### src/rtl/ldm_stm_pkg.sv
// ldm_stm_pkg: shared types and helpers for the LDM/STM block-transfer sequencer.
//
// Contents:
//   state_t     - sequencer FSM state encoding
//   WORD_STEP   - address increment per transferred word
//   popcount16  - number of set bits in a 16-bit register list
//
// Build option used by the sequencer: LDM_STM_PC_LOAD_EN (see ldm_stm_sequencer.sv).
package ldm_stm_pkg;

  typedef enum logic [2:0] {
    S_IDLE = 3'd0,
    S_CALC = 3'd1,
    S_XFER = 3'd2,
    S_WB   = 3'd3,
    S_DONE = 3'd4
  } state_t;

  localparam logic [31:0] WORD_STEP = 32'd4;

  function automatic logic [4:0] popcount16(input logic [15:0] v);
    logic [4:0] cnt;
    cnt = 5'd0;
    for (int i = 0; i < 16; i++) begin
      cnt = cnt + {4'd0, v[i]};
    end
    return cnt;
  endfunction

endpackage

### src/rtl/ldm_stm_sequencer_prio_enc16.sv
// prio_enc16: lowest-set-bit priority encoder over a 16-bit vector.
//
// Ports:
//   vec_i   in  16 : vector to scan
//   index_o out 4  : position of the lowest set bit (0 when vec_i is zero)
//   any_o   out 1  : at least one bit of vec_i is set
module prio_enc16 (
  input  logic [15:0] vec_i,
  output logic [3:0]  index_o,
  output logic        any_o
);

  always_comb begin
    index_o = 4'd0;
    any_o   = |vec_i;
    // Scan from the top down so the lowest set bit is the last one written.
    for (int i = 15; i >= 0; i--) begin
      if (vec_i[i]) index_o = 4'(i);
    end
  end

endmodule

### src/rtl/ldm_stm_sequencer.sv
// ldm_stm_sequencer: multi-cycle controller for ARM LDM/STM block transfers.
//
// Takes over regfile read port 2 (store data) and write port 3 while busy,
// walks the register list lowest-register-first at ascending addresses, and
// optionally writes the updated base back to Rn.
//
// Ports:
//   clk, reset_n                        clock, async active-low reset
//   start                               one-cycle request (ignored while busy)
//   is_load, pre_index, up, writeback   L/P/U/W bits, sampled with start
//   base_reg, reg_list, base_val        Rn, register list, value of Rn
//   rf_ra / rf_rd                       store-data read port
//   rf_we, rf_wa, rf_wd                 regfile write port
//   pc_we, pc_wd                        PC load request
//   mem_req, mem_we, mem_addr,
//   mem_wdata, mem_ready, mem_rdata     data memory port
//   busy, done                          status
//   dbg_state                           current FSM state (observation only)
//
// Build option: LDM_STM_PC_LOAD_EN. When defined, list bit 15 is transferred
// and a load of R15 goes to pc_we/pc_wd. When undefined, bit 15 is dropped
// from the list and the PC port is tied off.
//
// Memory handshake: a beat is offered by holding mem_req=1 with mem_addr,
// mem_we and mem_wdata stable; it completes on the first rising edge where
// mem_req and mem_ready are both high (mem_ready may already be high in the
// first request cycle). Load data is taken from mem_rdata in that same cycle.
module ldm_stm_sequencer
  import ldm_stm_pkg::*;
(
  input  logic        clk,
  input  logic        reset_n,
  input  logic        start,
  input  logic        is_load,
  input  logic        pre_index,
  input  logic        up,
  input  logic        writeback,
  input  logic [3:0]  base_reg,
  input  logic [15:0] reg_list,
  input  logic [31:0] base_val,
  output logic [3:0]  rf_ra,
  input  logic [31:0] rf_rd,
  output logic        rf_we,
  output logic [3:0]  rf_wa,
  output logic [31:0] rf_wd,
  output logic        pc_we,
  output logic [31:0] pc_wd,
  output logic        mem_req,
  output logic        mem_we,
  output logic [31:0] mem_addr,
  output logic [31:0] mem_wdata,
  input  logic        mem_ready,
  input  logic [31:0] mem_rdata,
  output logic        busy,
  output logic        done,
  output state_t      dbg_state
);

`ifdef LDM_STM_PC_LOAD_EN
  localparam logic [15:0] LIST_MASK = 16'hFFFF;
`else
  localparam logic [15:0] LIST_MASK = 16'h7FFF;
`endif

  state_t      state_q, state_d;
  logic [15:0] mask_q, mask_d;       // registers still to transfer
  logic [31:0] addr_q, addr_d;       // address of the current beat
  logic [31:0] base_q, base_d;
  logic [31:0] wb_val_q, wb_val_d;
  logic [3:0]  base_reg_q, base_reg_d;
  logic        is_load_q, is_load_d;
  logic        pre_q, pre_d;
  logic        up_q, up_d;
  logic        wb_req_q, wb_req_d;   // W bit as issued
  logic        do_wb_q, do_wb_d;     // W bit after the skip rules

  logic [3:0]  cur_idx;
  logic        cur_any;
  logic [4:0]  pop_n;
  logic [31:0] span;
  logic [15:0] mask_clr;

  prio_enc16 u_prio_enc16 (
    .vec_i   (mask_q),
    .index_o (cur_idx),
    .any_o   (cur_any)
  );

  assign pop_n = popcount16(mask_q);
  assign span  = 32'(pop_n) * WORD_STEP;

  always_comb begin
    mask_clr          = mask_q;
    mask_clr[cur_idx] = 1'b0;
  end

  always_ff @(posedge clk or negedge reset_n) begin
    if (!reset_n) begin
      state_q    <= S_IDLE;
      mask_q     <= 16'd0;
      addr_q     <= 32'd0;
      base_q     <= 32'd0;
      wb_val_q   <= 32'd0;
      base_reg_q <= 4'd0;
      is_load_q  <= 1'b0;
      pre_q      <= 1'b0;
      up_q       <= 1'b0;
      wb_req_q   <= 1'b0;
      do_wb_q    <= 1'b0;
    end else begin
      state_q    <= state_d;
      mask_q     <= mask_d;
      addr_q     <= addr_d;
      base_q     <= base_d;
      wb_val_q   <= wb_val_d;
      base_reg_q <= base_reg_d;
      is_load_q  <= is_load_d;
      pre_q      <= pre_d;
      up_q       <= up_d;
      wb_req_q   <= wb_req_d;
      do_wb_q    <= do_wb_d;
    end
  end

  always_comb begin
    state_d    = state_q;
    mask_d     = mask_q;
    addr_d     = addr_q;
    base_d     = base_q;
    wb_val_d   = wb_val_q;
    base_reg_d = base_reg_q;
    is_load_d  = is_load_q;
    pre_d      = pre_q;
    up_d       = up_q;
    wb_req_d   = wb_req_q;
    do_wb_d    = do_wb_q;

    rf_ra      = 4'd0;
    rf_we      = 1'b0;
    rf_wa      = 4'd0;
    rf_wd      = 32'd0;
    pc_we      = 1'b0;
    pc_wd      = 32'd0;
    mem_req    = 1'b0;
    mem_we     = 1'b0;
    mem_addr   = 32'd0;
    mem_wdata  = 32'd0;
    done       = 1'b0;

    case (state_q)
      S_IDLE: begin
        if (start) begin
          is_load_d  = is_load;
          pre_d      = pre_index;
          up_d       = up;
          wb_req_d   = writeback;
          base_reg_d = base_reg;
          base_d     = base_val;
          mask_d     = reg_list & LIST_MASK;
          state_d    = S_CALC;
        end
      end

      S_CALC: begin
        // Transfers always run upward; descending modes just start lower.
        case ({pre_q, up_q})
          2'b01:   addr_d = base_q;
          2'b11:   addr_d = base_q + WORD_STEP;
          2'b00:   addr_d = base_q - span + WORD_STEP;
          default: addr_d = base_q - span;
        endcase
        wb_val_d = up_q ? (base_q + span) : (base_q - span);
        // A loaded base register keeps the loaded value, so no writeback then.
        do_wb_d  = wb_req_q && (base_reg_q != 4'd15) &&
                   !(is_load_q && mask_q[base_reg_q]);
        state_d  = (pop_n != 5'd0) ? S_XFER : S_DONE;
      end

      S_XFER: begin
        if (cur_any) begin
          mem_req  = 1'b1;
          mem_we   = !is_load_q;
          mem_addr = addr_q;
          if (!is_load_q) begin
            rf_ra     = cur_idx;
            mem_wdata = rf_rd;
          end
          if (mem_ready) begin
            mask_d = mask_clr;
            addr_d = addr_q + WORD_STEP;
            if (is_load_q) begin
`ifdef LDM_STM_PC_LOAD_EN
              if (cur_idx == 4'd15) begin
                pc_we = 1'b1;
                pc_wd = mem_rdata;
              end else begin
                rf_we = 1'b1;
                rf_wa = cur_idx;
                rf_wd = mem_rdata;
              end
`else
              rf_we = 1'b1;
              rf_wa = cur_idx;
              rf_wd = mem_rdata;
`endif
            end
            if (mask_clr == 16'd0) begin
              state_d = do_wb_q ? S_WB : S_DONE;
            end
          end
        end else begin
          state_d = S_DONE;
        end
      end

      S_WB: begin
        rf_we   = 1'b1;
        rf_wa   = base_reg_q;
        rf_wd   = wb_val_q;
        state_d = S_DONE;
      end

      S_DONE: begin
        done    = 1'b1;
        state_d = S_IDLE;
      end

      default: state_d = S_IDLE;
    endcase
  end

  assign busy      = (state_q != S_IDLE);
  assign dbg_state = state_q;

endmodule

### config.mk
export PLATFORM = sky130hd
export DESIGN_NAME = ldm_stm_sequencer
export DESIGN_NICKNAME = d
export VERILOG_FILES = /design/src/rtl/ldm_stm_pkg.sv /design/src/rtl/ldm_stm_sequencer_prio_enc16.sv /design/src/rtl/ldm_stm_sequencer.sv
export SDC_FILE = /design/constraint.sdc
export NUM_CORES = 1
export LEC_CHECK = 0
export CORE_ASPECT_RATIO = 1.75
export CORE_UTILIZATION = 56
export CTS_BUF_LIST = sky130_fd_sc_hd__clkbuf_2
export CTS_CLUSTER_SIZE = 40
export DETAILED_ROUTE_END_ITERATION = 10
export PLACE_DENSITY = 0.89
export SLEW_MARGIN = 20
export SYNTH_ARGS = -nofsm -noshare
export SYNTH_HDL_FRONTEND = slang
export SYNTH_HIERARCHICAL = 1
export SYNTH_SLANG_ARGS = --single-unit
### constraint.sdc
create_clock -name clk -period 9.3 [get_ports clk]
set_input_delay 1.86 -clock clk [delete_from_list [all_inputs] [get_ports clk]]
set_output_delay 1.86 -clock clk [all_outputs]
set_load 0.05 [all_outputs]
==> results.py, run 1 <==
metrics = {
    "floorplanning": {
        "num_rows": 68,
        "die_w_microns": 109,
        "start_util": 0.571,
        "overall_die_height_microns": 189,
        "pin_count": 269,
        "design.die.area_sq_um": 20600,
        "core_sq_um": 19700,
    },
    "detailed_routing": {
        "postRouteAntennaNets": 0,
        "dr_wl_met2_microns": 20500,
        "detailroute.wirelength.met3_microns": 3790,
        "drc": 0,
        "met1Wirelength_microns": 14100,
        "detail_route.iter0.violations": 891,
        "topRoutingLayerUsed": "met4",
        "via_per_inst": 6.42,
        "routedWlPerCell_microns": 22.9,
        "drt_wl_total_microns": 42500,
        "vias": 11900,
        "first_pass_iters": 8,
    },
    "synth": {
        "synth_commonest_cells": "sky130_fd_sc_hd__nand2_1, sky130_fd_sc_hd__nor2_1, sky130_fd_sc_hd__dfrtp_1",
        "synth_enable_flop_cells": 0,
        "syn_inst": 1435,
        "synth_ff_type": "sky130_fd_sc_hd__dfrtp_1",
        "synth_area_per_cell_sq_um": 7.82,
        "leading_cell_types_by_total_area_after_synthesis": "sky130_fd_sc_hd__dfrtp_1, sky130_fd_sc_hd__o21ai_0, sky130_fd_sc_hd__nand2_1, sky130_fd_sc_hd__nor2_1, sky130_fd_sc_hd__xnor2_1",
        "yosys_warnings": 6,
        "synth.most_common_cell": "sky130_fd_sc_hd__nand2_1",
        "synth_largest_type_area_fraction": 0.276,
        "yosysTopAreaCell": "sky130_fd_sc_hd__dfrtp_1",
        "netlist_area_sq_um": 11200,
        "proportion_of_synthesized_chip_area_in_sequential_cells": 0.276,
        "synthArstFlopShare": 1.00,
        "post_synth_num_cell_types": 84,
        "yosys_register_bits": 124,
    },
    "worst_hold_path": {
        "holdCritPathClass": "flip-flop to flip-flop",
        "hold_path.startpoint": "addr_q[0]",
    },
    "setup_path": {
        "critPathRequiredTime_ns": 9.98,
        "worst_setup_path_startpoint": "mask_q[5]",
        "critPathKind": "flip-flop to flip-flop",
        "worst_setup_path_end_kind": "flip-flop",
        "cp.arrival_ns": 8.31,
        "critical_path_peak_fanout": 12,
        "rr_startpoint": "mask_q[5]",
        "setup.worst_path.start_class": "flip-flop",
        "regToRegSetupSlack_ns": 1.67,
    },
    "clock_tree": {
        "clk_pin_slew_worst_paths_ns": 0.20,
        "cts_setup_buffers": 0,
        "clk_latency_ns": 0.80,
        "cts_buffer_depth": 2,
        "cts_tree": "done",
        "cts.sinks": 124,
        "holdBufCountCts": 0,
        "cts_repair_resize_count": 0,
        "cts.htree.levels": 4,
        "clockRootBuffer": "sky130_fd_sc_hd__clkbuf_2",
        "cts-buffers-inserted": 17,
    },
    "timing": {
        "rsz0062_at_grt": "no",
        "layout_min_cycle_time_ns": 7.63,
        "tightest_slew_ns": 1.21,
        "slew_headroom": 0.182,
        "clock_skew_ns": 0.0361,
        "finalHoldViolCount": 0,
        "max_frequency_mhz": 131,
        "post-route-period-util": 0.820,
        "slew_violations": 0,
        "fin_setup_tns_ns": 0,
        "final-setup-viol-count": 0,
    },
    "finish": {
        "synthToLayoutAreaGrowth_pct": 22.2,
        "finalInstanceArea_sq_um": 13700,
        "drive_above_1_share": 0.0756,
        "count_of_filler_cells_inserted_in_the_layout": 1660,
        "layout.core_utilization": 0.698,
        "final_net_count": 1758,
    },
    "grt": {
        "antenna_found_initial": 1,
        "first_global_vias": 11400,
        "globalRouteTotalUtil": 0.421,
        "grt-ovfl-total": 0,
        "grt_first_pass_wirelength_microns": 64400,
        "maximum_number_of_pins_on_one_net_before_global_route_repair": 83,
    },
    "flow_run": {
        "maxCapViolCount": 0,
    },
    "placed_design": {
        "post_dp_cell_area_sq_um": 13500,
        "gpl.final_weighted_congestion": 1.03,
        "placement.io_buffers": 234,
        "place.detailed.hpwl_microns": 31700,
    },
    "status": {
        "run_status": "finished, final reports clean",
    },
}
-- layout by cell type (no fill, tap or decap), types with 33 or more instances in the layout --
cell and n:
sky130_fd_sc_hd__a21oi_1 79, sky130_fd_sc_hd__a22oi_1 41, sky130_fd_sc_hd__and2_1 48, sky130_fd_sc_hd__and3_1 47, sky130_fd_sc_hd__clkdlybuf4s50_1 233, sky130_fd_sc_hd__conb_1 33
sky130_fd_sc_hd__dfrtp_1 124, sky130_fd_sc_hd__inv_1 52, sky130_fd_sc_hd__mux2_2 33, sky130_fd_sc_hd__nand2_1 133, sky130_fd_sc_hd__nand3_1 41, sky130_fd_sc_hd__nor2_1 129
sky130_fd_sc_hd__nor3_1 46, sky130_fd_sc_hd__o21ai_0 117, sky130_fd_sc_hd__xnor2_1 46, sky130_fd_sc_hd__xor2_1 34
-- registers in the layout, indices dropped and copies added, names as in the netlist --
name,cells
up_q,1
wb_val_q,32
addr_q,32
pre_q,1
is_load_q,1
wb_req_q,1
mask_q,16
base_q,32
dbg_state,3
base_reg_q,4
do_wb_q,1
-- cell type report --
type	instances	area, sq um	area share
inverter	53	199	0.0145
antenna	1	2.50	0.000182
multi-input combinational	1152	7390	0.539
tap	245	307	0.0223
timing repair buffer	253	2490	0.181
sequential	124	3100	0.226
clock inverter	14	146	0.0107
clock buffer	17	85.1	0.00620
-- critical path, stage by stage, from the launching register on --
cell and delay, ns:
sky130_fd_sc_hd__dfrtp_1 0.54, sky130_fd_sc_hd__inv_1 0.13, sky130_fd_sc_hd__fa_1 0.54, sky130_fd_sc_hd__inv_1 0.05, sky130_fd_sc_hd__fa_1 0.47, sky130_fd_sc_hd__fa_1 0.52
sky130_fd_sc_hd__inv_1 0.06, sky130_fd_sc_hd__fa_1 0.48, sky130_fd_sc_hd__inv_1 0.04, sky130_fd_sc_hd__ha_1 0.20, sky130_fd_sc_hd__inv_1 0.07, sky130_fd_sc_hd__fa_1 0.20
sky130_fd_sc_hd__nor2b_1 0.06, sky130_fd_sc_hd__o21ai_0 0.31, sky130_fd_sc_hd__inv_1 0.14, sky130_fd_sc_hd__ha_1 0.46, sky130_fd_sc_hd__nand2b_1 0.19, sky130_fd_sc_hd__nand3_1 0.44
sky130_fd_sc_hd__or4_1 0.65, sky130_fd_sc_hd__a222oi_1 0.52, sky130_fd_sc_hd__nand3_2 0.32, sky130_fd_sc_hd__or3b_1 0.54, sky130_fd_sc_hd__nor2_1 0.16, sky130_fd_sc_hd__xor2_1 0.32
sky130_fd_sc_hd__o21ai_0 0.13
-- stage by stage --
step	hold slack [ns]	setup slack, ns	std cells
final	0.502	1.67	1859
after detailed placement	0.459	1.77	1827
after CTS	0.500	1.75	1858
after global placement	0.455	1.93	1827
after global routing	0.537	1.30	1859
after floorplan	0.438	3.02	1467
-- final timing paths --
check                                   to  cells after the start
worst max-delay path            addr_q[21]                     24
worst min-delay path             addr_q[0]                      2
worst max register to register  addr_q[21]                     24
worst min register to register   addr_q[0]                      2
max in group asynchronous       addr_q[10]                      2
min in group asynchronous        base_q[5]                      1
-- cells by family after synthesis --
family / after synthesis / share of synthesized area
simple gates: 580 / 0.272
buf+inv: 191 / 0.0779
flops: 124 / 0.276
fa+ha+maj: 33 / 0.0448
compound gates: 385 / 0.220
other cells: 1 / 0.000334
xor+xnor: 80 / 0.0624
mux: 41 / 0.0458
-- layer usage --
metal  vias to the layer above  GRT usage
met4                         0      0.362
met3                       216      0.114
met2                       713      0.688
met1                      5577      0.435
met5                         -          0
li1                       5432          -
Power of run 1 is not shown: default switching activity piles up to over one toggle a cycle in this logic, so the estimate is an artifact.
==> run 2: changes to the inputs <==
--- a/config.mk
+++ b/config.mk
@@ -6,11 +6,11 @@
 export NUM_CORES = 1
 export LEC_CHECK = 0
 export CORE_ASPECT_RATIO = 1.75
-export CORE_UTILIZATION = 56
+export CORE_UTILIZATION = 52
 export CTS_BUF_LIST = sky130_fd_sc_hd__clkbuf_2
 export CTS_CLUSTER_SIZE = 40
 export DETAILED_ROUTE_END_ITERATION = 10
-export PLACE_DENSITY = 0.89
+export PLACE_DENSITY = 0.83
 export SLEW_MARGIN = 20
 export SYNTH_ARGS = -nofsm -noshare
 export SYNTH_HDL_FRONTEND = slang
==> constraint.sdc (replaced) <==
create_clock -name clk -period 7.3 [get_ports clk]
set_input_delay 1.46 -clock clk [delete_from_list [all_inputs] [get_ports clk]]
set_output_delay 1.46 -clock clk [all_outputs]
set_load 0.05 [all_outputs]
==> run 2 against run 1 <==
Critical path type unchanged. Via count is 2.7% higher. Critical path depth increased by 1. Global-route usage fell by 1.9 points. Sequential share of layout area shrank 0.43 points. Wire length is 3.7% higher. Worst hold slack worse by 0.0029 ns. Maximum frequency up 9.2%. Clock skew is 0.0042 ns lower. Utilization is 3.3 points lower. Flip-flop and latch count unchanged. Non-clock buffer count rose by 32.
==> results.py, run 2 (same netlist as run 1, synthesis figures left out) <==
metrics = {
    "status": {
        "run_status": "finished, final reports clean",
    },
    "floorplanning": {
        "num_rows": 70,
        "design.die.area_sq_um": 22200,
        "overall_die_height_microns": 196,
        "start_util": 0.534,
        "die_w_microns": 113,
        "core_sq_um": 21000,
        "pin_count": 269,
    },
    "finish": {
        "synthToLayoutAreaGrowth_pct": 24.6,
        "mostFrequentLayoutCells": "sky130_fd_sc_hd__clkdlybuf4s50_1, sky130_fd_sc_hd__nand2_1, sky130_fd_sc_hd__nor2_1",
        "top_regs": "addr_q: 32 flops, base_q: 32 flops, wb_val_q: 32 flops",
        "count_of_filler_cells_inserted_in_the_layout": 1849,
        "layout.core_utilization": 0.665,
        "drive_above_1_share": 0.0966,
        "layout_commonest_cell": "sky130_fd_sc_hd__clkdlybuf4s50_1",
        "final_net_count": 1790,
    },
    "grt": {
        "grt_first_pass_wirelength_microns": 66700,
        "maximum_number_of_pins_on_one_net_before_global_route_repair": 83,
        "grt-ovfl-total": 0,
        "first_global_vias": 11800,
        "globalRouteTotalUtil": 0.402,
        "antenna_found_initial": 2,
    },
    "setup_path": {
        "critical_path.slowest_cell": "sky130_fd_sc_hd__fa_1",
        "critPathKind": "flip-flop to flip-flop",
        "worst_setup_path_end_kind": "flip-flop",
        "cp.arrival_ns": 7.75,
        "critical_path_peak_fanout": 7,
        "critPathRequiredTime_ns": 8.06,
        "critPathMostFrequentCell": "sky130_fd_sc_hd__inv_1",
        "setup.worst_path.start_class": "flip-flop",
        "crit_path_max_incr_delay_ns": 0.62,
    },
    "placed_design": {
        "place.detailed.hpwl_microns": 33400,
        "detailedPlace.worstSlack_ns": 0.310,
        "gpl.final_weighted_congestion": 1.06,
        "placement.io_buffers": 234,
    },
    "flow_run": {
        "maxCapViolCount": 0,
    },
    "worst_hold_path": {
        "holdCritPathClass": "flip-flop to flip-flop",
    },
    "timing": {
        "clock_skew_ns": 0.0318,
        "layout_min_cycle_time_ns": 6.99,
        "post-route-period-util": 0.957,
        "finalHoldViolCount": 0,
        "post-route-worst-setup-slack_ns": 0.311,
        "max_frequency_mhz": 143,
        "slew_violations": 0,
        "rsz0062_at_grt": "no",
        "final-setup-viol-count": 0,
        "tightest_slew_ns": 1.23,
        "slew_headroom": 0.168,
        "fin_setup_tns_ns": 0,
    },
    "clock_tree": {
        "cts.sinks": 124,
        "holdBufCountCts": 0,
        "clk_latency_ns": 0.84,
        "clockRootBuffer": "sky130_fd_sc_hd__clkbuf_2",
        "cts-buffers-inserted": 17,
        "clk_pin_slew_worst_paths_ns": 0.21,
        "cts_tree": "done",
        "cts.htree.levels": 4,
        "cts_buffer_depth": 2,
    },
    "detailed_routing": {
        "vias": 12300,
        "postRouteAntennaNets": 0,
        "drc": 0,
        "drt_wl_total_microns": 44100,
        "via_per_inst": 6.45,
        "first_pass_iters": 8,
        "detail_route.iter0.violations": 1133,
        "routedWlPerCell_microns": 23.2,
    },
}
run 2: changes by cell type in the layout (fill, tap and decap cells not counted), moves of 2 or more:
cell / change
sky130_fd_sc_hd__clkinvlp_4: -3
sky130_fd_sc_hd__inv_6: +2
sky130_fd_sc_hd__buf_4: +32
sky130_fd_sc_hd__clkinv_4: +3
sky130_fd_sc_hd__clkinv_1: -2
run 2: layer usage:
layer	vias up	routed length [microns]	track usage	part of all wire
met5	-	13	0	0.00029
met1	5688	14400	0.403	0.33
met4	2	4520	0.358	0.10
met2	806	21600	0.691	0.49
li1	5503	-	-	-
met3	257	3550	0.0907	0.080
run 2: final cells by class:
class,instances,area [sq um],share of cell area
clock inverter,14,160,0.0115
inverter,53,199,0.0142
clock buffer,18,90.1,0.00644
antenna,1,2.50,0.000179
timing repair buffer,285,2730,0.195
sequential,124,3100,0.222
multi-input combinational,1152,7390,0.528
tap,252,315,0.0225
run 2: critical path: cells and delay by family (launching register included):
family,cells,cell delay (ns)
adder cells (fa/ha/maj),7,2.95
AND/OR/NAND/NOR,7,1.87
AO/OA/AOI/OAI,4,0.99
buffers and inverters,7,0.63
flip-flops,1,0.48
run 2: timing repair:
action | in CTS | in global routing
hold endpoints to repair | 0 | 0
gates resized for setup | 0 | 3
setup endpoints to repair | 0 | 6
buffers inserted | 0 | 0
run 2: worst paths after layout:
path / startpoint / to / slack, ns / cells past startpoint
max in group asynchronous: reset_n / wb_val_q[1] / 5.55 / 2
max reg2reg: mask_q[11] / addr_q[20] / 0.31 / 25
max: mask_q[11] / addr_q[20] / 0.31 / 25
min in group asynchronous: reset_n / base_q[19] / 0.60 / 1
min reg2reg: addr_q[1] / addr_q[1] / 0.50 / 2
min: addr_q[1] / addr_q[1] / 0.50 / 2
run 2: stage by stage:
step	hold WS [ns]	area (sq um)	instances
finish	0.500	14000	1899
detailed placement	0.460	13700	1866
CTS	0.502	14000	1898
floorplan	0.438	11300	1467
global placement	0.456	13700	1866
global route	0.517	14000	1899
Power of run 2 is left out for the same reason.
